**src/rtl/fifo_pkg.sv**
```systemverilog
// -----------------------------------------------------------------------------
// fifo_pkg
//   Shared definitions for the asynchronous FIFO: the default RAM address
//   width, the pointer width with its wrap bit, the FIFO depth, and the
//   pointer type. The write controller and the pointer synchroniser use
//   these definitions too.
// -----------------------------------------------------------------------------
package fifo_pkg;

    localparam int unsigned FIFO_ADDR_W = 4;
    localparam int unsigned FIFO_PTR_W  = FIFO_ADDR_W + 1;
    localparam int unsigned FIFO_DEPTH  = 2 ** FIFO_ADDR_W;

    typedef logic [FIFO_PTR_W-1:0] ptr_t;

endpackage : fifo_pkg

```
**src/rtl/fifo_rd_ctrl.sv**
```systemverilog
// -----------------------------------------------------------------------------
// fifo_rd_ctrl
//   Read-side controller of the asynchronous FIFO, in the read clock domain.
//   It owns the binary read pointer, drives the RAM read address, and derives
//   the empty, almost_empty, occupancy and sticky underflow status from the
//   write pointer. The write pointer arrives already synchronised and
//   converted to binary.
//
// Ports
//   clk          in   read-domain clock, rising edge
//   reset        in   asynchronous, active-high reset
//   rd_en        in   read request from the consumer
//   wptr_sync    in   synchronised binary write pointer (PTR_W)
//   rd_addr      out  RAM read address, low bits of the read pointer (ADDR_W)
//   rd_ptr       out  registered binary read pointer, to the write domain
//   rd_valid     out  RAM read data valid this cycle (one cycle after accept)
//   empty        out  registered empty flag
//   almost_empty out  registered, occupancy <= AE_THRESH
//   rd_count     out  registered occupancy, 0..2**ADDR_W
//   underflow    out  sticky: rd_en seen while empty, cleared only by reset
// -----------------------------------------------------------------------------
module fifo_rd_ctrl
    import fifo_pkg::*;
#(
    parameter int unsigned ADDR_W    = FIFO_ADDR_W,
    parameter int unsigned PTR_W     = ADDR_W + 1,
    parameter int unsigned AE_THRESH = 2
) (
    input  logic              clk,
    input  logic              reset,
    input  logic              rd_en,
    input  logic [PTR_W-1:0]  wptr_sync,
    output logic [ADDR_W-1:0] rd_addr,
    output logic [PTR_W-1:0]  rd_ptr,
    output logic              rd_valid,
    output logic              empty,
    output logic              almost_empty,
    output logic [PTR_W-1:0]  rd_count,
    output logic              underflow
);

    localparam logic [PTR_W-1:0] DEPTH_P     = PTR_W'(1) << ADDR_W;
    localparam logic [PTR_W-1:0] AE_THRESH_P = PTR_W'(AE_THRESH);

    logic [PTR_W-1:0] rd_ptr_q,   rd_ptr_d;
    logic [PTR_W-1:0] rd_count_q, rd_count_d;
    logic             empty_q,    empty_d;
    logic             ae_q,       ae_d;
    logic             valid_q,    valid_d;
    logic             under_q,    under_d;
    logic             accept;

    // Status is computed from the post-read pointer, so the edge that takes
    // the last entry also raises empty; a write seen in the same cycle folds
    // into the same subtraction without any priority logic.
    always_comb begin
        accept     = rd_en && !empty_q;
        rd_ptr_d   = rd_ptr_q + {{(PTR_W-1){1'b0}}, accept};
        rd_count_d = wptr_sync - rd_ptr_d;
        empty_d    = (wptr_sync == rd_ptr_d);
        ae_d       = (rd_count_d <= AE_THRESH_P);
        valid_d    = accept;
        under_d    = under_q || (rd_en && empty_q);
    end

    always_ff @(posedge clk or posedge reset) begin
        if (reset) begin
            rd_ptr_q   <= '0;
            rd_count_q <= '0;
            empty_q    <= 1'b1;
            ae_q       <= 1'b1;
            valid_q    <= 1'b0;
            under_q    <= 1'b0;
        end else begin
            rd_ptr_q   <= rd_ptr_d;
            rd_count_q <= rd_count_d;
            empty_q    <= empty_d;
            ae_q       <= ae_d;
            valid_q    <= valid_d;
            under_q    <= under_d;
        end
    end

    // An occupancy above the FIFO depth can only come from a write-side
    // fault; this block flags it in simulation and otherwise ignores it.
    always_ff @(posedge clk) begin
        if (!reset) begin
            assert (rd_count_d <= DEPTH_P);
        end
    end

    assign rd_addr      = rd_ptr_q[ADDR_W-1:0];
    assign rd_ptr       = rd_ptr_q;
    assign rd_valid     = valid_q;
    assign empty        = empty_q;
    assign almost_empty = ae_q;
    assign rd_count     = rd_count_q;
    assign underflow    = under_q;

endmodule : fifo_rd_ctrl
```
**config.mk**
```make
export PLATFORM = sky130hd
export DESIGN_NAME = fifo_rd_ctrl
export DESIGN_NICKNAME = d
export VERILOG_FILES = /design/src/rtl/fifo_pkg.sv /design/src/rtl/fifo_rd_ctrl.sv
export SDC_FILE = /design/constraint.sdc
export NUM_CORES = 1
export LEC_CHECK = 0
export BUFFER_PORTS_ARGS = -buffer_cell sky130_fd_sc_hd__buf_2
export CORE_AREA = 2 2 44 46
export DETAILED_ROUTE_END_ITERATION = 16
export DIE_AREA = 0 0 46 48
export GPL_ROUTABILITY_DRIVEN = 1
export PLACE_DENSITY = 0.73
export SLEW_MARGIN = 20
export SYNTH_ARGS = -nofsm -noshare
export SYNTH_HDL_FRONTEND = slang
export SYNTH_SLANG_ARGS = --single-unit
```
**constraint.sdc**
```tcl
create_clock -name clk -period 2.8 [get_ports clk]
set_input_delay 0.56 -clock clk [delete_from_list [all_inputs] [get_ports clk]]
set_output_delay 0.56 -clock clk [all_outputs]
set_load 0.02 [all_outputs]
```
After elaboration in Yosys (flattened, before gate mapping):

Index checks and enable logic that the tools add are counted.
Widths: inputs -> output; s select.

* add/sub/neg operators: 2
* magnitude comparators: 1
* equality and inequality tests: 1
* reductions and logical operators: 4

Operator list (count)
* $add 5x1->5: 1
* $eq 5x5->1: 1
* $le 5x2->1 const B: 1
* $sub 5x5->5: 1
* $logic_and 1x1->1: 2
* $logic_not 1->1: 1
* $logic_or 1x1->1: 1

* register bits: 14
* input bits: 8
* output and inout bits: 18
* word-level logic and storage cells: 14

Logic depth before layout (Yosys ltp):

* depth in word-level cells: 5
* mapped depth: 10
* mapped depth without buffers: 9

Worst setup path after synthesis:

No wires, ideal clock.

* path kind: register to register
* start: register empty_q (netlist: empty)
* end: register ae_q (netlist: almost_empty)
* library setup time: 0.068 ns
* data arrival time: 2.406 ns
* required time: 2.732 ns
* slack: 0.326 ns
* cell stages (with the launch flop): 11
* buffers on the path: 1
* clock period less this slack: 2.474 ns
* cell sequence: dfstp_2 > and3b_2 > and3_1 > xor2_1 > inv_1 > ha_1 > clkdlybuf4s15_2 > a31oi_2 > nand3_1 > mux2_4 > a21boi_2

* word-level cells in the longest chain between the ends: 5

RTL lines
* start: declaration: line fifo_rd_ctrl.sv:47 `logic empty_q, empty_d;`
* start signal: assignment: line fifo_rd_ctrl.sv:77 `empty_q <= empty_d;`
* $logic_not 1->1: line fifo_rd_ctrl.sv:57 `accept = rd_en && !empty_q;`
* $logic_and 1x1->1: line fifo_rd_ctrl.sv:57
* $add 5x1->5: line fifo_rd_ctrl.sv:58 `rd_ptr_d = rd_ptr_q + {{(PTR_W-1){1'b0}}, accept};`
* via rd_ptr_d[3]: line fifo_rd_ctrl.sv:45 `logic [PTR_W-1:0] rd_ptr_q, rd_ptr_d;`
* $sub 5x5->5: line fifo_rd_ctrl.sv:59 `rd_count_d = wptr_sync - rd_ptr_d;`
* $le 5x2->1: line fifo_rd_ctrl.sv:61 `ae_d = (rd_count_d <= AE_THRESH_P);`
* via ae_d: line fifo_rd_ctrl.sv:48 `logic ae_q, ae_d;`
* end signal: assignment: line fifo_rd_ctrl.sv:71 `ae_q <= 1'b1;`
* end signal: assignment: line fifo_rd_ctrl.sv:78 `ae_q <= ae_d;`
* end: declaration: line fifo_rd_ctrl.sv:48

The timed path passes the listed nets, and every way through them passes these cells.

Final worst setup path:

Same ends and word-level chain as after synthesis.

==> reports/metrics.json <==
{
  "outcome": "finished, final reports clean",
  "synth-seq-cells": 14,
  "final_min_period_over_clock_period_pct": 86.62,
  "timing.final.hold_violations": 0,
  "synthesis.instances": 67,
  "path_depth": 9,
  "finish.net_count": 103,
  "ios": 26,
  "core_region_area_mm2": 0.001689,
  "worst_setup_hold_path_clk_slew_ns": 0.08,
  "p_leak_nw": 0.4734,
  "crit-reg2reg-launch": "empty",
  "crit_path_max_fanout": 6,
  "timing.critical_path.arrival_ns": 2.64,
  "worst_hold_path_type": "in -> async",
  "wl_um": 1335,
  "first_global_vias": 484,
  "timing.critical_path.to_type": "flip-flop",
  "mostFrequentLayoutCell": "sky130_fd_sc_hd__buf_2",
  "clock_sink_count": 14,
  "grt_first_pass_wirelength_um": 2125,
  "die_h_um": 48,
  "mean_instance_size_in_the_synthesized_netlist_um2": 11.73,
  "cpPeakStageDelay_ns": 0.56,
  "setup-tns-final_ns": 0,
  "crit_path_start": "empty",
  "p_per_area_mw_per_mm2": 1495,
  "netlist.area_leader.share_pct": 38.22,
  "first_iter_violations": 9,
  "start_util_pct": 46.52,
  "cts_tree": "built",
  "insertedDiodeCount": 0,
  "area_growth_syn_to_layout_pct": 17.99,
  "yosys.area.top_type": "sky130_fd_sc_hd__dfrtp_1",
  "critical_path_class": "reg -> reg",
  "cts_buffers": 3,
  "cts_buffer_depth": 2,
  "clkLatencyLatePin_ns": 0.27,
  "remaining_drc_errors": 0,
  "wirelength_per_cell_um": 12.36,
  "mappedNetlistNets": 78,
  "grt_max_degree": 15,
  "globalRouteOverflowTotal": 0,
  "clock_skew_ns": 0.003170,
  "critical_path.startpoint_type": "flip-flop",
  "timing.critical_path.buf_inv": 1,
  "crit_path_cell_trace": "and3b_2 -> and3_1 -> xor2_1 -> inv_1 -> ha_1 -> a31oi_2 -> nand3_1 -> mux2_4 -> a21boi_2",
  "netlist_top_cells_area": "sky130_fd_sc_hd__dfrtp_1 (38%), sky130_fd_sc_hd__xnor2_2 (8.3%), sky130_fd_sc_hd__dfstp_2 (6.7%)",
  "top_library_cells_by_usage_in_the_layout_fill_and_taps_aside": "sky130_fd_sc_hd__buf_2 (25), sky130_fd_sc_hd__dfrtp_1 (12), sky130_fd_sc_hd__inv_1 (7), sky130_fd_sc_hd__xnor2_1 (6), sky130_fd_sc_hd__xor2_1 (5)",
  "antenna_violations_before_repair": 0,
  "final_weighted_congestion_in_routability_driven_placement": 0.7505,
  "slew_headroom_pct": 65.53,
  "synth.yosys.warnings": 0,
  "floorplan.die_area_mm2": 0.002208,
  "placement_rows": 15,
  "number_of_fill_cells": 157,
  "grt_setup_unrepaired": "no",
  "ctsRootBufferMaster": "sky130_fd_sc_hd__clkbuf_4",
  "syn_area_um2": 785.8,
  "required_time_of_the_worst_setup_path_ns": 3.01,
  "viasPerCell": 4.759,
  "vdd_drop_max_uv": 649.9,
  "chipWidth_um": 46,
  "post_cts_hold_buffer_count": 0,
  "ctsHtreeMaxLevel": 1,
  "ctsResizeCount": 0,
  "synth.distinct_cells": 26,
  "highest_achievable_clock_rate_ghz": 0.4123,
  "fin_worst_hold_slack_ns": 0.3004,
  "grt_use_total_pct": 14.34,
  "vias": 514,
  "drt-pass1-iter-count": 4,
  "worst_pin_slew_ns": 0.5165,
  "setup_viol": 0,
  "post-cts-setup-buffers": 0,
  "r2r.worst_path.cells": 9,
  "synth_seq_area_share_pct": 44.90,
  "numPortBuffers": 25,
  "cp_top_family": "flip-flops",
  "share_of_final_layout_standard_cells_stronger_than_drive_strength_1_pct": 45.05,
  "final_max_slew_viol_count": 0,
  "ant_nets": 0,
  "dpl.hpwl_um": 1056,
  "worst_path_max_delay_cell": "sky130_fd_sc_hd__dfstp_2",
  "layout_min_cycle_time_ns": 2.425,
  "timing.max_cap.violations": 0
}
[per-stage QoR]
stage	total power [mW]	setup WS [ns]	cell area (um2)	util (%)	instances
after detailed placement	1.259	0.2585	890.9	52.74	104
after global routing	1.513	0.2319	927.1	54.89	108
after global placement	1.244	0.3258	890.9	52.74	104
after floorplan	1.098	0.3261	785.8	-	67
after CTS	1.408	0.3605	927.1	54.89	108
final	1.386	0.3747	927.1	54.89	108
[area by class of cell]
class                   instances  area, um2  area share, %
multi-input cells              41      365.4          39.41
flip-flops and latches         14      352.8          38.06
repair buffers                 25      125.1          13.50
clock buffers                   4      36.28          3.914
inverters                       7      26.28          2.834
well taps                      17      21.27          2.294
[final timing paths]
| kind | slack [ns] | endpoint |
|---|---|---|
| worst max-delay path | 0.37 | almost_empty |
| worst min-delay path | 0.30 | rd_ptr[1] |
| worst max register to register | 0.37 | almost_empty |
| worst min register to register | 0.46 | underflow |
| max in group asynchronous | 2.14 | almost_empty |
| min in group clk | 0.46 | underflow |
[state kept, by name, summed over array words and instances, names as in the netlist]
register,flops
almost_empty,1
empty,1
rd_count,5
rd_ptr,5
rd_valid,1
underflow,1
[layer usage]
metal / routed length, um / vias up / track usage, %
met3: 79 / 2 / 3.396
li1: - / 260 / -
met5: 0 / - / 0
met2: 623 / 18 / 20.83
met1: 619 / 234 / 18.58
met4: 12 / 0 / 10.29
[report_power, final]
part / switching, mW / total [mW] / internal [mW]
sequential: 0.0651 / 0.370 / 0.305
clock: 0.0633 / 0.142 / 0.0790
combinational: 0.509 / 0.874 / 0.365
[cells by family (layout without fill, tap and decap cells)]
kind of cell / count (synthesis) / after routing / share of synthesized area (%)
buffers and inverters: 12 / 36 / 8.599
AND/OR/NAND/NOR: 14 / 14 / 9.237
XOR/XNOR: 15 / 15 / 20.54
adder cells (fa/ha/maj): 4 / 4 / 6.211
AO/OA/AOI/OAI: 6 / 6 / 7.324
flip-flops: 14 / 14 / 44.90
multiplexers: 2 / 2 / 3.184
[synthesized netlist by cell type]
master,number
sky130_fd_sc_hd__a21boi_2,1
sky130_fd_sc_hd__and3_1,1
sky130_fd_sc_hd__xor2_1,5
sky130_fd_sc_hd__nor2_1,3
sky130_fd_sc_hd__nor4_1,1
sky130_fd_sc_hd__o21ai_1,1
sky130_fd_sc_hd__dfrtp_1,12
sky130_fd_sc_hd__xnor2_2,4
sky130_fd_sc_hd__buf_4,4
sky130_fd_sc_hd__a21oi_4,1
sky130_fd_sc_hd__mux2i_1,1
sky130_fd_sc_hd__mux2_4,1
sky130_fd_sc_hd__a21o_1,1
sky130_fd_sc_hd__nor2b_1,1
sky130_fd_sc_hd__ha_1,3
sky130_fd_sc_hd__a31oi_2,1
sky130_fd_sc_hd__and3b_2,1
sky130_fd_sc_hd__clkdlybuf4s15_2,1
sky130_fd_sc_hd__maj3_2,1
sky130_fd_sc_hd__xnor2_1,6
sky130_fd_sc_hd__nand3_1,3
sky130_fd_sc_hd__dfstp_2,2
sky130_fd_sc_hd__nor3_1,2
sky130_fd_sc_hd__nand2_1,2
sky130_fd_sc_hd__inv_1,7
sky130_fd_sc_hd__a21oi_1,1
[worst reg2reg max path, cell delays in order (launching register included)]
cell and delay [ns]:
sky130_fd_sc_hd__dfstp_2 0.56, sky130_fd_sc_hd__and3b_2 0.24, sky130_fd_sc_hd__and3_1 0.19, sky130_fd_sc_hd__xor2_1 0.17
sky130_fd_sc_hd__inv_1 0.06, sky130_fd_sc_hd__ha_1 0.38, sky130_fd_sc_hd__a31oi_2 0.25, sky130_fd_sc_hd__nand3_1 0.10
sky130_fd_sc_hd__mux2_4 0.28, sky130_fd_sc_hd__a21boi_2 0.13
No activity file was read; power rests on OpenSTA's default activity.
